$ cat config.mk
export PLATFORM = sky130hd
export DESIGN_NAME = phys_reg_free_list_flat
export DESIGN_NICKNAME = d
export VERILOG_FILES = /design/src/rtl/phys_reg_free_list_pkg.sv /design/src/rtl/phys_reg_free_list_if.sv /design/src/rtl/phys_reg_free_list_fl_ram_2r2w.sv /design/src/rtl/phys_reg_free_list.sv /design/src/flat_wrapper.sv
export SDC_FILE = /design/constraint.sdc
export NUM_CORES = 1
export LEC_CHECK = 0
export ABC_CLOCK_PERIOD_IN_PS = 3410
export CORE_MARGIN = 2
export CORE_UTILIZATION = 42
export DETAILED_ROUTE_END_ITERATION = 7
export RECOVER_POWER = 50
export REMOVE_ABC_BUFFERS = 1
export SYNTH_ARGS = -nofsm -noshare
export SYNTH_HDL_FRONTEND = slang
export SYNTH_HIERARCHICAL = 1
export SYNTH_SLANG_ARGS = --single-unit
$ cat constraint.sdc
create_clock -name clk -period 3.41 [get_ports clk]
set_input_delay 0.5115 -clock clk [delete_from_list [all_inputs] [get_ports clk]]
set_output_delay 0.5115 -clock clk [all_outputs]
set_load 0.02 [all_outputs]
$ cat src/rtl/phys_reg_free_list_pkg.sv
// rtl/phys_reg_free_list_pkg.sv - shared rename constants and types (package rename_pkg)
package rename_pkg;
    localparam int PREG_NUM = 64;
    localparam int AREG_NUM = 32;
    localparam int PREG_W   = 6;
    localparam int DEPTH    = PREG_NUM - AREG_NUM;
    localparam int IDX_W    = $clog2(DEPTH);
    localparam int PTR_W    = IDX_W + 1;

    typedef logic [PREG_W-1:0] preg_t;
    typedef logic [PTR_W-1:0]  ptr_t;
    typedef logic [IDX_W-1:0]  idx_t;
endpackage

$ cat src/rtl/phys_reg_free_list_if.sv
// rtl/phys_reg_free_list_if.sv - allocation/commit/free bundle between rename, commit and the free list
interface phys_reg_free_list_if;
    import rename_pkg::*;

    logic  alloc_req1;
    logic  alloc_req2;
    preg_t alloc_preg1;
    preg_t alloc_preg2;
    logic  alloc_stall;
    logic  commit_alloc1;
    logic  commit_alloc2;
    logic  free_en1;
    preg_t free_preg1;
    logic  free_en2;
    preg_t free_preg2;
    logic  recover;
    preg_t free_count;
    logic  fl_err;

    modport master (
        output alloc_req1, alloc_req2, commit_alloc1, commit_alloc2,
               free_en1, free_preg1, free_en2, free_preg2, recover,
        input  alloc_preg1, alloc_preg2, alloc_stall, free_count, fl_err
    );

    modport slave (
        input  alloc_req1, alloc_req2, commit_alloc1, commit_alloc2,
               free_en1, free_preg1, free_en2, free_preg2, recover,
        output alloc_preg1, alloc_preg2, alloc_stall, free_count, fl_err
    );
endinterface

$ cat src/rtl/phys_reg_free_list_fl_ram_2r2w.sv
// rtl/phys_reg_free_list_fl_ram_2r2w.sv - DEPTH x PREG_W array, 2 async reads, 2 sync writes, reset to AREG_NUM+i
module fl_ram_2r2w
    import rename_pkg::*;
(
    input  logic  clk,
    input  logic  rst,
    input  idx_t  raddr0,
    input  idx_t  raddr1,
    output preg_t rdata0,
    output preg_t rdata1,
    input  logic  we0,
    input  idx_t  waddr0,
    input  preg_t wdata0,
    input  logic  we1,
    input  idx_t  waddr1,
    input  preg_t wdata1
);
    preg_t mem [DEPTH];

    assign rdata0 = mem[raddr0];
    assign rdata1 = mem[raddr1];

    always_ff @(posedge clk) begin
        if (rst) begin
            for (int i = 0; i < DEPTH; i++) begin
                mem[i] <= preg_t'(AREG_NUM + i);
            end
        end else begin
            if (we0) mem[waddr0] <= wdata0;
            if (we1) mem[waddr1] <= wdata1;
        end
    end
endmodule

$ cat src/rtl/phys_reg_free_list.sv
// rtl/phys_reg_free_list.sv - dual-issue physical register free list with one-cycle recovery; FREELIST_CHECK_EN enables fl_err checks
module phys_reg_free_list
    import rename_pkg::*;
(
    input  logic                 clk,
    input  logic                 rst,
    phys_reg_free_list_if.slave  fl
);
    ptr_t       spec_head;
    ptr_t       commit_head;
    ptr_t       tail;
    ptr_t       avail;
    logic [1:0] alloc_n;
    logic [1:0] commit_n;
    logic [1:0] free_n;
    logic       stall;
    idx_t       raddr0;
    idx_t       raddr1;
    preg_t      rdata0;
    preg_t      rdata1;

    assign alloc_n  = {1'b0, fl.alloc_req1} + {1'b0, fl.alloc_req2};
    assign commit_n = {1'b0, fl.commit_alloc1} + {1'b0, fl.commit_alloc2};
    assign free_n   = {1'b0, fl.free_en1} + {1'b0, fl.free_en2};

    // Extra wrap bit makes tail - spec_head span 0..DEPTH without ambiguity.
    assign avail         = tail - spec_head;
    assign fl.free_count = preg_t'(avail);
    assign stall         = fl.recover | (ptr_t'(alloc_n) > avail);
    assign fl.alloc_stall = stall;

    assign raddr0 = spec_head[IDX_W-1:0];
    assign raddr1 = raddr0 + idx_t'(1);

    assign fl.alloc_preg1 = rdata0;
    assign fl.alloc_preg2 = fl.alloc_req1 ? rdata1 : rdata0;

    fl_ram_2r2w u_ram (
        .clk    (clk),
        .rst    (rst),
        .raddr0 (raddr0),
        .raddr1 (raddr1),
        .rdata0 (rdata0),
        .rdata1 (rdata1),
        .we0    (fl.free_en1 | fl.free_en2),
        .waddr0 (tail[IDX_W-1:0]),
        .wdata0 (fl.free_en1 ? fl.free_preg1 : fl.free_preg2),
        .we1    (fl.free_en1 & fl.free_en2),
        .waddr1 (tail[IDX_W-1:0] + idx_t'(1)),
        .wdata1 (fl.free_preg2)
    );

    always_ff @(posedge clk) begin
        if (rst) begin
            spec_head   <= '0;
            commit_head <= '0;
            tail        <= ptr_t'(DEPTH);
        end else begin
            commit_head <= commit_head + ptr_t'(commit_n);
            tail        <= tail + ptr_t'(free_n);
            if (fl.recover) begin
                spec_head <= commit_head + ptr_t'(commit_n);
            end else if (!stall) begin
                spec_head <= spec_head + ptr_t'(alloc_n);
            end
        end
    end

`ifdef FREELIST_CHECK_EN
    logic err;
    logic full_free;
    logic zero_free;
    logic overrun;

    assign full_free = (free_n != 2'd0) && ((tail - commit_head) == ptr_t'(DEPTH));
    assign zero_free = (fl.free_en1 && fl.free_preg1 == '0) || (fl.free_en2 && fl.free_preg2 == '0);
    assign overrun   = ptr_t'(commit_n) > (spec_head - commit_head);

    always_ff @(posedge clk) begin
        if (rst) begin
            err <= 1'b0;
        end else if (full_free || zero_free || overrun) begin
            err <= 1'b1;
        end
    end

    assign fl.fl_err = err;
`else
    assign fl.fl_err = 1'b0;
`endif
endmodule

$ cat src/flat_wrapper.sv
// flat-port wrapper written by rule: the top's interface ports become plain ports
module phys_reg_free_list_flat import rename_pkg::*;
  (clk, rst, fl_alloc_req1, fl_alloc_req2, fl_commit_alloc1, fl_commit_alloc2, fl_free_en1, fl_free_preg1, fl_free_en2, fl_free_preg2, fl_recover, fl_alloc_preg1, fl_alloc_preg2, fl_alloc_stall, fl_free_count, fl_fl_err);
  phys_reg_free_list_if fl_i ();
  input  logic clk;
  input  logic rst;
  input wire logic [$bits(fl_i.alloc_req1)-1:0] fl_alloc_req1;
  input wire logic [$bits(fl_i.alloc_req2)-1:0] fl_alloc_req2;
  input wire logic [$bits(fl_i.commit_alloc1)-1:0] fl_commit_alloc1;
  input wire logic [$bits(fl_i.commit_alloc2)-1:0] fl_commit_alloc2;
  input wire logic [$bits(fl_i.free_en1)-1:0] fl_free_en1;
  input wire logic [$bits(fl_i.free_preg1)-1:0] fl_free_preg1;
  input wire logic [$bits(fl_i.free_en2)-1:0] fl_free_en2;
  input wire logic [$bits(fl_i.free_preg2)-1:0] fl_free_preg2;
  input wire logic [$bits(fl_i.recover)-1:0] fl_recover;
  output wire logic [$bits(fl_i.alloc_preg1)-1:0] fl_alloc_preg1;
  output wire logic [$bits(fl_i.alloc_preg2)-1:0] fl_alloc_preg2;
  output wire logic [$bits(fl_i.alloc_stall)-1:0] fl_alloc_stall;
  output wire logic [$bits(fl_i.free_count)-1:0] fl_free_count;
  output wire logic [$bits(fl_i.fl_err)-1:0] fl_fl_err;
  assign fl_i.alloc_req1 = fl_alloc_req1;
  assign fl_i.alloc_req2 = fl_alloc_req2;
  assign fl_i.commit_alloc1 = fl_commit_alloc1;
  assign fl_i.commit_alloc2 = fl_commit_alloc2;
  assign fl_i.free_en1 = fl_free_en1;
  assign fl_i.free_preg1 = fl_free_preg1;
  assign fl_i.free_en2 = fl_free_en2;
  assign fl_i.free_preg2 = fl_free_preg2;
  assign fl_i.recover = fl_recover;
  assign fl_alloc_preg1 = fl_i.alloc_preg1;
  assign fl_alloc_preg2 = fl_i.alloc_preg2;
  assign fl_alloc_stall = fl_i.alloc_stall;
  assign fl_free_count = fl_i.free_count;
  assign fl_fl_err = fl_i.fl_err;
  phys_reg_free_list u_core (.clk(clk), .rst(rst), .fl(fl_i));
endmodule
==> reports/results.txt <==
The post-CTS clock slew at the launch and capture registers of the worst setup and hold paths is 0.06 ns. The remaining number of nets flagged by the antenna check after routing is 0, and the share of cells above drive strength 1 is 29.6%. Setup repair after global routing could not meet its margin everywhere.

The critical path goes through ha_4 > buf_6 > buf_4 > mux4_2 > mux4_2 > mux2_4 > mux2_4 > buf_6. Between clock sinks in the finished design, the worst skew comes to 0.0155 ns. The period utilization was 109%; the final layout net count was 1,152. After the first detailed-routing iteration, the DRC count stood at 1,537.

The run gives 24 as the number of buffers created by CTS. For the final routed database, the setup TNS stands at -3.59 ns. The shortest period the worst path allows was 3.71 ns; the cell depth of the worst setup path was 8. Routability-driven placement finished with a final weighted congestion of 0.974. Start-to-end type of the worst setup path: flip-flop to primary output. Peak ir drop on the vdd network: 334 µV. Final setup slack of the worst path: -0.303 ns.

After detailed routing, the number of vias per cell comes to 7.09. The HPWL after detailed placement is 36,600 µm. At the pin with the least slew margin, the transition time is 0.996 ns. The number of placed instances, taps included, is 1,477.

The run gives 10,386 as the via count of the first global-routing pass. For this run, the leading register cell type out of synthesis is sky130_fd_sc_hd__edfxtp_1. The synthesized design contains 210 register bits.

The region available for standard cell placement spans 31,500 µm². The run gives 1 as the maximum level of the CTS H-tree. Most common cell in the netlist: sky130_fd_sc_hd__edfxtp_1. For this run, asynchronously set or reset flops after synthesis account for 0%.

After detailed placement, the total cell area comes to 14,900 µm². The first global-routing pass estimated 72,600 µm of wire. Global routing used 30.5% of the available tracks across all layers. The die covers 33,300 µm².

The reg-to-reg critical path startpoint was u_core/tail[1]. For this design, the slowest cell found on the critical path is sky130_fd_sc_hd__mux4_2. In this run the core area contains 65 standard-cell rows.

After detailed routing, the average wire length per cell comes to 33.0 µm. Post-route cell area: 16,000 µm². Source-to-sink clock delay at the later pin of the worst-skew pair: 0.53 ns.

The startpoint of the worst setup timing path was u_core/spec_head[1]. Headroom to the max-slew limit came out at 33.5%. The checks that failed: setup timing. For this run the aggregate overflow at the end of global routing stands at 0.

The run gives 0 as the number of pins exceeding their max-slew limit in the final report. The longest clock path from root to sink contains 3 buffers. During I/O placement, the number of pins put on the boundary was 41. The data required time at the worst endpoint was 2.90 ns; the areal power density over the cells was 541 nW/µm². The hold path startpoint was u_core/commit_head[5].

The overall die height came out at 183 µm. After synthesis, the netlist uses 63 different library cells. Along the worst hold path, the cell count comes to 2.

The number of enable flip-flop cells after synthesis was 192; the maximum fanout count along the critical path was 4. The logs give -0.110 ns for the post-place setup slack and 0 for the number of antenna repair diodes. The critical path launch point type was a flip-flop. For this configuration, the core starts out at a cell density of 42.5%.

In the synthesized netlist, the cells that appear most often are sky130_fd_sc_hd__edfxtp_1, sky130_fd_sc_hd__mux4_2, sky130_fd_sc_hd__clkbuf_1. The run finished, with violations left. The kind of capture point of the worst setup path is a primary output. The area fraction of the dominant cell type after synthesis was 43.1%. Compared with the post-synthesis result, the final layout area differs by 19.2%. The number of cells on the worst reg-to-reg path is 8. During synthesis, Yosys emitted a total of 6 warnings. In this run the worst hold path is classified as flip-flop to flip-flop. Setup violations remaining at the end of the flow were counted as 23. Sorting the synthesized cells by area gives the leading types as sky130_fd_sc_hd__edfxtp_1, sky130_fd_sc_hd__mux4_2, sky130_fd_sc_hd__o22ai_1. In this run the cell area of the synthesized design comes to 13,400 µm².

After detailed routing, the total wire length is 50,600 µm. Average footprint of a synthesized cell: 13.1 µm². The path with the worst hold slack has its endpoint at u_core/commit_head[5].

The logs give 0 for the number of hold violations in the final report and 45.8% for the sequential cell area fraction in the yosys report. The largest total area in the synthesized netlist belongs to sky130_fd_sc_hd__edfxtp_1. Cells fill 50.7% of the core in the end. The max-cap violation count is 0, and the number of buffer cells added on primary ports is 39. The number of antenna violations at the first check in global routing came out at 2.

The pre-antenna-repair detailed-routing pass consisted of 5 iterations. The cell count after synthesis is 1,025. The tree is rooted in a sky130_fd_sc_hd__clkbuf_16. Counting every sink on the clock net gives 210. The longest individual stage delay on the worst path came out at 0.53 ns.

The analysis attributes to cell leakage a power of 4.92 nW. Highest attainable clock frequency: 269 MHz. The tools report the worst reg2reg path endpoint as u_core/u_ram/mem[16][1]. The setup check on the worst reg-to-reg path leaves a slack of -0.08 ns.

The arrival time of data at the critical path endpoint is 3.20 ns. In this design, the largest share of critical-path delay is due to multiplexers. Once layout is complete, the cells apart from fillers number 1,531. The die is 183 µm wide. The maximum number of pins on one net before global-route repair came out at 43. TritonCTS built the clock tree.

Number of buffers and inverters on the critical path: 3. Total DRC errors in the routed layout: 0. The hold-fix buffer count after cts is 0, and the overall via count from detail_route is 10,852.
==> stage by stage <==
| step | power (mW) | hold slack [ns] |
|---|---|---|
| CTS | 8.66 | 0.512 |
| global placement | 5.67 | 0.490 |
| floorplan | 4.63 | 0.473 |
| detailed placement | 5.69 | 0.497 |
| finish | 8.64 | 0.504 |
| global route | 8.89 | 0.574 |
==> worst register-to-register path: cells and delay by family, from the launching register on <==
family,cells,cell delay [ns]
compound gates,2,0.62
xor+xnor,1,0.16
fa+ha+maj,1,0.31
buf+inv,2,1.07
flops,1,0.33
simple gates,2,0.73
==> power by group <==
part	internal, mW	switching [mW]
Combinational	1.55	1.42
Sequential	2.89	0.0744
Clock	1.63	1.07
==> registers in the layout, summed over array words and instances (netlist names) <==
name / count
u_core/commit_head: 6
u_core/spec_head: 6
u_core/tail: 6
u_core/u_ram/mem: 192
==> kinds of logic (layout without fill, tap and decap cells) <==
| kind of cell | Yosys count | in the layout | synth area share, % |
|---|---|---|---|
| and+or+nand+nor | 186 | 186 | 7.61 |
| muxes | 144 | 144 | 22.3 |
| DFF | 210 | 210 | 45.8 |
| other | 1 | 1 | 0.0280 |
| xor gates and xnor gates | 15 | 15 | 0.982 |
| AOI/OAI and AO/OA | 309 | 309 | 17.0 |
| buffers and inverters | 142 | 246 | 4.43 |
| adders and majority gates | 18 | 18 | 1.91 |
==> repair_timing <==
action                     CTS  global route
setup endpoints to repair   16            15
gates resized for setup     64             7
buffers inserted             7             0
pin swaps                    1             1
gates cloned                 6             1
==> how the worst max path moves through the flow <==
stage                              endpoint  slack [ns]
after floorplan           fl_alloc_preg2[0]       -3.40
after global placement    fl_alloc_preg2[0]       -0.09
after detailed placement  fl_alloc_preg2[2]       -0.11
after CTS                 fl_alloc_preg2[4]       -0.30
after global routing      fl_alloc_preg1[3]       -0.35
final                     fl_alloc_preg2[0]       -0.30
==> per-layer routing <==
| layer | routed length, µm | global-route usage, % |
|---|---|---|
| met1 | 19000 | 43.0 |
| met2 | 22400 | 46.6 |
| met3 | 7100 | 7.10 |
| met4 | 2110 | 10.3 |
| met5 | 0 | 0 |
==> layout by cell type (no fill, tap or decap), types with 8 or more instances in the layout <==
cell type,n
sky130_fd_sc_hd__edfxtp_1,192
sky130_fd_sc_hd__mux4_2,116
sky130_fd_sc_hd__buf_4,86
sky130_fd_sc_hd__o22ai_1,66
sky130_fd_sc_hd__nand2_1,65
sky130_fd_sc_hd__a22oi_1,46
sky130_fd_sc_hd__nor2_1,36
sky130_fd_sc_hd__a21oi_1,36
sky130_fd_sc_hd__a2bb2oi_1,34
sky130_fd_sc_hd__inv_1,32
sky130_fd_sc_hd__o22a_1,31
sky130_fd_sc_hd__o211ai_1,28
sky130_fd_sc_hd__clkbuf_16,26
sky130_fd_sc_hd__a211oi_1,25
sky130_fd_sc_hd__clkdlybuf4s50_1,20
sky130_fd_sc_hd__buf_12,16
sky130_fd_sc_hd__dfxtp_1,16
sky130_fd_sc_hd__nand3_1,14
sky130_fd_sc_hd__a22o_1,14
sky130_fd_sc_hd__mux2_2,13
sky130_fd_sc_hd__ha_1,13
sky130_fd_sc_hd__clkbuf_1,13
sky130_fd_sc_hd__mux2_4,11
sky130_fd_sc_hd__nor3_1,10
sky130_fd_sc_hd__clkbuf_2,9
sky130_fd_sc_hd__xnor2_1,9
sky130_fd_sc_hd__o21ai_0,8
==> layout make-up <==
cell class / instances / area (µm²)
flip-flops and latches: 210 / 6130
multi-input cells: 673 / 6770
repair buffers: 169 / 1610
fillers: 2639 / 15500
inverters: 35 / 131
clock buffers: 25 / 626
well taps: 402 / 503
clock inverters: 17 / 193
Note: power is estimated with default switching activity, not from simulation.
